===== src/rtl/dehaze_pkg.sv =====
// Shared constants and types for the dehaze pixel pipeline.
// Contents:
//   PIXEL_W            - width of one packed {R,G,B} pixel
//   DEFAULT_IMG_WIDTH  - default pixels per row
//   DEFAULT_IMG_HEIGHT - default rows per frame
//   reader_state_t     - state encoding of the frame reader FSM
package dehaze_pkg;

  localparam int PIXEL_W            = 24;
  localparam int DEFAULT_IMG_WIDTH  = 512;
  localparam int DEFAULT_IMG_HEIGHT = 512;

  // One pixel is fetched as three byte reads (B, G, R), then captured and
  // presented on the output until the downstream accepts it.
  typedef enum logic [2:0] {
    ST_IDLE,
    ST_FETCH_B,
    ST_FETCH_G,
    ST_FETCH_R,
    ST_CAPTURE,
    ST_OUT
  } reader_state_t;

endpackage


===== src/rtl/pixel_frame_reader_if.sv =====
// Bus bundle between the frame reader, its byte-wide frame memory and the
// downstream pixel consumer.
// Signals:
//   mem_rd_en, mem_addr - read strobe and byte address (reader drives)
//   mem_rdata           - read data, one cycle after mem_rd_en (memory drives)
//   input_pixel         - {R,G,B} pixel, B in [7:0] (reader drives)
//   input_is_valid      - input_pixel holds a pixel (reader drives)
//   pixel_ready         - consumer accepts the pixel (consumer drives)
//   sof, eol, eof       - frame/row position flags, qualified by input_is_valid
// Modports: master = reader side, slave = memory/consumer side.
interface pixel_frame_reader_if #(
  parameter int ADDR_W = 20
);
  import dehaze_pkg::*;

  logic              mem_rd_en;
  logic [ADDR_W-1:0] mem_addr;
  logic [7:0]        mem_rdata;
  logic [PIXEL_W-1:0] input_pixel;
  logic              input_is_valid;
  logic              pixel_ready;
  logic              sof;
  logic              eol;
  logic              eof;

  modport master (
    output mem_rd_en, mem_addr, input_pixel, input_is_valid, sof, eol, eof,
    input  mem_rdata, pixel_ready
  );

  modport slave (
    input  mem_rd_en, mem_addr, input_pixel, input_is_valid, sof, eol, eof,
    output mem_rdata, pixel_ready
  );

endinterface


===== src/rtl/raster_counter.sv =====
// Row/column position tracker for a raster-scanned frame.
// Ports:
//   clk, rst  - clock, asynchronous active-high reset
//   clear     - restart at row 0, column 0 (new frame)
//   advance   - step to the next pixel position
//   sof       - current position is row 0, column 0
//   eol       - current position is the last column of a row
//   eof       - current position is the last pixel of the frame
module raster_counter
  import dehaze_pkg::*;
#(
  parameter int WIDTH  = DEFAULT_IMG_WIDTH,
  parameter int HEIGHT = DEFAULT_IMG_HEIGHT
) (
  input  logic clk,
  input  logic rst,
  input  logic clear,
  input  logic advance,
  output logic sof,
  output logic eol,
  output logic eof
);

  localparam int COL_W = (WIDTH  > 1) ? $clog2(WIDTH)  : 1;
  localparam int ROW_W = (HEIGHT > 1) ? $clog2(HEIGHT) : 1;
  localparam logic [COL_W-1:0] LAST_COL = COL_W'(WIDTH - 1);
  localparam logic [ROW_W-1:0] LAST_ROW = ROW_W'(HEIGHT - 1);

  logic [COL_W-1:0] col;
  logic [ROW_W-1:0] row;

  // Column steps every accepted pixel and wraps at the row end, carrying
  // into the row counter; the row wraps after the last row of the frame.
  always_ff @(posedge clk or posedge rst) begin
    if (rst) begin
      col <= '0;
      row <= '0;
    end else if (clear) begin
      col <= '0;
      row <= '0;
    end else if (advance) begin
      if (eol) begin
        col <= '0;
        row <= (row == LAST_ROW) ? '0 : row + ROW_W'(1);
      end else begin
        col <= col + COL_W'(1);
      end
    end
  end

  assign sof = (row == '0) && (col == '0);
  assign eol = (col == LAST_COL);
  assign eof = eol && (row == LAST_ROW);

endmodule


===== src/rtl/pixel_frame_reader.sv =====
// Reads a frame of 24-bit BGR pixels from a byte-wide memory (BMP pixel
// data, kept in memory order) and streams them out with a valid/ready
// handshake and sof/eol/eof position flags.
// Ports:
//   clk, rst   - clock, asynchronous active-high reset
//   start      - one-cycle request to begin a frame (ignored while busy)
//   abort      - drop the current frame and return to idle
//   base_addr  - byte address of the first pixel byte
//   bus        - memory read port and pixel output stream (master side)
//   busy       - a frame is in progress
//   frame_done - one-cycle pulse after the last pixel is accepted
module pixel_frame_reader
  import dehaze_pkg::*;
#(
  parameter int IMG_WIDTH  = DEFAULT_IMG_WIDTH,
  parameter int IMG_HEIGHT = DEFAULT_IMG_HEIGHT,
  parameter int ADDR_W     = 20
) (
  input  logic              clk,
  input  logic              rst,
  input  logic              start,
  input  logic              abort,
  input  logic [ADDR_W-1:0] base_addr,
  pixel_frame_reader_if.master bus,
  output logic              busy,
  output logic              frame_done
);

  reader_state_t      state_q;
  reader_state_t      state_d;
  logic [ADDR_W-1:0]  addr_q;
  logic [7:0]         b_q;
  logic [7:0]         g_q;
  logic [PIXEL_W-1:0] pixel_q;
  logic               valid_q;
  logic               done_q;
  logic               handshake;
  logic               start_frame;
  logic               advance;
  logic               sof_pos;
  logic               eol_pos;
  logic               eof_pos;

  // valid_q is only ever high in ST_OUT, so it alone qualifies the handshake.
  // abort overrides both starting a frame and accepting a pixel.
  assign handshake   = valid_q && bus.pixel_ready;
  assign start_frame = (state_q == ST_IDLE) && start && !abort;
  assign advance     = handshake && !abort;

  raster_counter #(
    .WIDTH  (IMG_WIDTH),
    .HEIGHT (IMG_HEIGHT)
  ) u_raster (
    .clk     (clk),
    .rst     (rst),
    .clear   (start_frame),
    .advance (advance),
    .sof     (sof_pos),
    .eol     (eol_pos),
    .eof     (eof_pos)
  );

  // State register.
  always_ff @(posedge clk or posedge rst) begin
    if (rst) begin
      state_q <= ST_IDLE;
    end else begin
      state_q <= state_d;
    end
  end

  // Next-state logic and the memory read port. The three fetch states issue
  // B, G, R reads back to back; the byte for each read arrives one state
  // later, which is why CAPTURE exists to collect the R byte.
  always_comb begin
    state_d       = state_q;
    bus.mem_rd_en = 1'b0;
    bus.mem_addr  = '0;
    case (state_q)
      ST_IDLE: begin
        if (start_frame) state_d = ST_FETCH_B;
      end
      ST_FETCH_B: begin
        bus.mem_rd_en = 1'b1;
        bus.mem_addr  = addr_q;
        state_d       = ST_FETCH_G;
      end
      ST_FETCH_G: begin
        bus.mem_rd_en = 1'b1;
        bus.mem_addr  = addr_q + ADDR_W'(1);
        state_d       = ST_FETCH_R;
      end
      ST_FETCH_R: begin
        bus.mem_rd_en = 1'b1;
        bus.mem_addr  = addr_q + ADDR_W'(2);
        state_d       = ST_CAPTURE;
      end
      ST_CAPTURE: begin
        state_d = ST_OUT;
      end
      ST_OUT: begin
        if (handshake) state_d = eof_pos ? ST_IDLE : ST_FETCH_B;
      end
      default: begin
        state_d = ST_IDLE;
      end
    endcase
    if (abort) state_d = ST_IDLE;
  end

  // Datapath: pixel address, byte capture, output pixel and completion pulse.
  // The output pixel register keeps its value after a handshake so that the
  // consumer sees a stable bus; only valid drops.
  always_ff @(posedge clk or posedge rst) begin
    if (rst) begin
      addr_q  <= '0;
      b_q     <= '0;
      g_q     <= '0;
      pixel_q <= '0;
      valid_q <= 1'b0;
      done_q  <= 1'b0;
    end else begin
      if (start_frame) begin
        addr_q <= base_addr;
      end else if (advance) begin
        addr_q <= addr_q + ADDR_W'(3);
      end

      if (state_q == ST_FETCH_G) b_q <= bus.mem_rdata;
      if (state_q == ST_FETCH_R) g_q <= bus.mem_rdata;

      if (abort) begin
        valid_q <= 1'b0;
      end else if (state_q == ST_CAPTURE) begin
        pixel_q <= {bus.mem_rdata, g_q, b_q};
        valid_q <= 1'b1;
      end else if (handshake) begin
        valid_q <= 1'b0;
      end

      done_q <= advance && eof_pos;
    end
  end

  // Position flags are meaningful only alongside a valid pixel, which also
  // keeps them low out of reset while the counters sit at row 0, column 0.
  assign bus.input_pixel    = pixel_q;
  assign bus.input_is_valid = valid_q;
  assign bus.sof            = sof_pos && valid_q;
  assign bus.eol            = eol_pos && valid_q;
  assign bus.eof            = eof_pos && valid_q;
  assign busy               = (state_q != ST_IDLE);
  assign frame_done         = done_q;

endmodule


===== src/flat_wrapper.sv =====
// flat-port wrapper written by rule: the top's interface ports become plain ports
module pixel_frame_reader_flat import dehaze_pkg::*;
#(
  parameter int IMG_WIDTH  = DEFAULT_IMG_WIDTH,
  parameter int IMG_HEIGHT = DEFAULT_IMG_HEIGHT,
  parameter int ADDR_W     = 20
)
  (clk, rst, start, abort, base_addr, busy, frame_done, bus_mem_rd_en, bus_mem_addr, bus_input_pixel, bus_input_is_valid, bus_sof, bus_eol, bus_eof, bus_mem_rdata, bus_pixel_ready);
  pixel_frame_reader_if #(.ADDR_W(ADDR_W)) bus_i ();
  input  logic clk;
  input  logic rst;
  input  logic start;
  input  logic abort;
  input  logic [ADDR_W-1:0] base_addr;
  output logic busy;
  output logic frame_done;
  output wire logic [$bits(bus_i.mem_rd_en)-1:0] bus_mem_rd_en;
  output wire logic [$bits(bus_i.mem_addr)-1:0] bus_mem_addr;
  output wire logic [$bits(bus_i.input_pixel)-1:0] bus_input_pixel;
  output wire logic [$bits(bus_i.input_is_valid)-1:0] bus_input_is_valid;
  output wire logic [$bits(bus_i.sof)-1:0] bus_sof;
  output wire logic [$bits(bus_i.eol)-1:0] bus_eol;
  output wire logic [$bits(bus_i.eof)-1:0] bus_eof;
  input wire logic [$bits(bus_i.mem_rdata)-1:0] bus_mem_rdata;
  input wire logic [$bits(bus_i.pixel_ready)-1:0] bus_pixel_ready;
  assign bus_mem_rd_en = bus_i.mem_rd_en;
  assign bus_mem_addr = bus_i.mem_addr;
  assign bus_input_pixel = bus_i.input_pixel;
  assign bus_input_is_valid = bus_i.input_is_valid;
  assign bus_sof = bus_i.sof;
  assign bus_eol = bus_i.eol;
  assign bus_eof = bus_i.eof;
  assign bus_i.mem_rdata = bus_mem_rdata;
  assign bus_i.pixel_ready = bus_pixel_ready;
  pixel_frame_reader #(.IMG_WIDTH(IMG_WIDTH), .IMG_HEIGHT(IMG_HEIGHT), .ADDR_W(ADDR_W)) u_core (.clk(clk), .rst(rst), .start(start), .abort(abort), .base_addr(base_addr), .bus(bus_i), .busy(busy), .frame_done(frame_done));
endmodule

===== config.mk =====
export PLATFORM = sky130hd
export DESIGN_NAME = pixel_frame_reader_flat
export DESIGN_NICKNAME = d
export VERILOG_FILES = /design/src/rtl/dehaze_pkg.sv /design/src/rtl/pixel_frame_reader_if.sv /design/src/rtl/raster_counter.sv /design/src/rtl/pixel_frame_reader.sv /design/src/flat_wrapper.sv
export SDC_FILE = /design/constraint.sdc
export NUM_CORES = 1
export LEC_CHECK = 0
export ABC_CLOCK_PERIOD_IN_PS = 4800
export CAP_MARGIN = 5
export CORE_MARGIN = 10
export CORE_UTILIZATION = 58
export DETAILED_ROUTE_END_ITERATION = 10
export MAX_ROUTING_LAYER = met4
export PLACE_DENSITY = 0.92
export SYNTH_ARGS = -nofsm -noshare
export SYNTH_HDL_FRONTEND = slang
export SYNTH_HIERARCHICAL = 1
export SYNTH_SLANG_ARGS = --single-unit

===== constraint.sdc =====
create_clock -name clk -period 4.8 [get_ports clk]
set_input_delay 0.48 -clock clk [delete_from_list [all_inputs] [get_ports clk]]
set_output_delay 0.48 -clock clk [all_outputs]
set_load 0.01 [all_outputs]

==> metrics.yaml <==
status: "finished clean"
yosysTopAreaCell: "dfrtp_1"
ys.warnings.count: 6
dp_hpwl_um: 8930
multi_input_area_mm2: 0.00247
drive_above_1_share: 0.135
synth.top_cell.area_share: 0.434
synth_area_leaders: "dfrtp_1 (43%), mux2_2 (9.4%), o21ai_0 (3.8%)"
finalCriticalPeriod_ns: 3.66
power.clock.fraction: 0.224
fin_skew_ns: 0.00910
final_cells: 668
fin_crit_sh: 0.763
hold_path_class: "in -> async"
grt_usage: 0.202
n_antenna_cell: 0
design.core.area_mm2: 0.00813
cts_hold_buf: 0
dp_slack_ns: 1.64
hold_violations: 0
wirelength_um: 12500
cts.sink_count: 83
dp_cells: 652
seq_power_share: 0.464
nNetsFinal: 601
tns_ns: 0
end_kind: "primary output"
drt_iter0_drc: 356
ys_seq_elements: 83
postCtsSetupRepairBufs: 0
ant_nets: 0
arrival_ns: 3.18
start_util: 0.589
synth_common_cells: "dfrtp_1 (83), nand2_1 (46), mux2_2 (40)"
viasPerCell: 6.15
cts_tree: "done"
synth_edf_count: 0
grt_overflow: 0
gp_congestion: 0.914
r2r-start: "u_core/state_q[2]$_DFFE_PP0P_"
ys_types: 67
first_pass_iters: 5
die_w_um: 111
power_switching_w: 0.000784
cp-startpoint: "u_core/state_q[0]$_DFFE_PP0P_"
antenna_found_initial: 0
rows: 33
switching_share: 0.345
placed_cell_area_mm2: 0.00558
final-seq-area_mm2: 0.00208
netlist_area_mm2: 0.00479
async_flop_share: 1.00
yosysMostFrequentCell: "dfrtp_1"
power_frac_comb: 0.312
clkLatencyLatePin_ns: 0.37
setup_ws_ns: 1.14
root_buffer: "clkbuf_8"
max_freq_mhz: 273
fillers: 578
critPathLaunchType: "flip-flop"
post_synth.cell_area_avg_um2: 9.70
numPortBuffers: 83
ctsResizeCount: 0
vias: 4105
die_area_mm2: 0.0123
ys_seq_area_frac: 0.434
grt_pass1_wl_um: 20300
syn_inst: 494
area_growth_pct: 20.9
cts.path.max_buffers: 2
worstMarginPinSlew_ns: 1.05
cts_buffers: 9
peakVddDrop_mv: 0.330
final_area_mm2: 0.00579
grt_max_degree: 48
die_h_um: 111
whs_ns: 0.455
grt_pass1_vias: 3992
critPathKind: "reg -> out"
leakage_nw: 2.29
rsz0062_at_grt: "false"
drv_slew: 0
critPathRequiredTime_ns: 4.32
p_per_area_mw_per_mm2: 393
critPathMaxFanout: 19
htree_num_levels: 3
ys.flop_type: "dfrtp_1"
drc_errors: 0
routedWlPerCell_um: 18.7
path_clk_slew_ns: 0.10
internal-power_w: 0.00149
slew_headroom: 0.300
io_pins: 84
finalSetupViolations: 0
cap_violations: 0
syn_nets: 537
-- flip-flops by register name, summed over array words and instances (netlist names) --
register,flops
u_core/g_q,8
u_core/b_q,8
u_core/state_q,3
u_core/bus.input_is_valid,1
u_core/bus.input_pixel,24
u_core/frame_done,1
u_core/addr_q,20
u_core/u_raster/col,9
u_core/u_raster/row,9
-- worst max-delay path, cell delays in order (launching register included) --
cell and delay, ns:
dfrtp_1 0.61, nand2b_1 0.29, nor2_1 0.80, nand3_1 0.21, o41ai_1 0.14, a32o_1 0.24
clkdlybuf4s50_1 0.54
-- placed cells by master (no fill, tap or decap), types with 9 or more instances in the layout --
cell type        instances
a21oi_1                 27
clkbuf_8                 9
clkdlybuf4s50_1         83
dfrtp_1                 83
ha_1                    10
inv_1                   12
mux2_2                  40
nand2_1                 46
nand2b_1                 9
nand3_1                 21
nand4_1                 11
nor2_1                  37
o21ai_0                 36
xnor2_1                 11
xor2_1                  12
-- per-stage QoR --
stage | power, W | util
detailed placement | 0.00177 | 0.687
global route | 0.00241 | 0.712
floorplan | 0.00141 | -
global placement | 0.00173 | 0.687
CTS | 0.00230 | 0.712
finish | 0.00228 | 0.712
-- cells by family after synthesis --
group	count (synthesis)	share of synthesized area
flip-flops	83	0.434
multiplexers	43	0.101
AND/OR/NAND/NOR	179	0.206
buffers and inverters	47	0.0515
adder cells (fa/ha/maj)	10	0.0261
XOR/XNOR	23	0.0421
AO/OA/AOI/OAI	109	0.140
-- power groups by stage --
stage | clock network (W) | registers, W | logic, W
3_3_place_gp | 0 | 0.00104 | 0.000685
2_1_floorplan | 0 | 0.00102 | 0.000397
4_1_cts | 0.000524 | 0.00105 | 0.000720
6_report | 0.000510 | 0.00106 | 0.000710
3_5_place_dp | 0 | 0.00106 | 0.000712
5_1_grt | 0.000550 | 0.00108 | 0.000776
-- path summary, 6_finish.rpt --
| kind | to | slack, ns | depth (start not counted) |
|---|---|---|---|
| setup / recovery | bus_mem_addr[8] | 1.14 | 6 |
| hold / removal | u_core/frame_done$_DFF_PP0_ | 0.45 | 2 |
| setup reg to reg | u_core/u_raster/row[7]$_DFFE_PP0P_ | 2.20 | 6 |
| hold reg to reg | u_core/bus.input_pixel[10]$_DFFE_PP0P_ | 0.51 | 1 |
| max in group asynchronous | u_core/g_q[2]$_DFFE_PP0N_ | 3.40 | 3 |
| min in group clk | u_core/bus.input_pixel[10]$_DFFE_PP0P_ | 0.51 | 1 |
-- layer usage --
| layer | up-vias | global-route usage | routed length (um) |
|---|---|---|---|
| met3 | 25 | 0.0639 | 1170 |
| met1 | 1979 | 0.231 | 4920 |
| met5 | - | - | 0 |
| li1 | 1911 | - | - |
| met2 | 190 | 0.330 | 6190 |
| met4 | 0 | 0.0651 | 208 |
-- cell type report --
| cell class | count | share of cell area |
|---|---|---|
| multi-input combinational | 364 | 0.426 |
| sequential | 83 | 0.359 |
| timing repair buffer | 87 | 0.149 |
| tap | 105 | 0.0227 |
| clock buffer | 9 | 0.0214 |
| clock inverter | 7 | 0.0140 |
| inverter | 13 | 0.00843 |
Note: power is estimated with default switching activity, not from simulation.
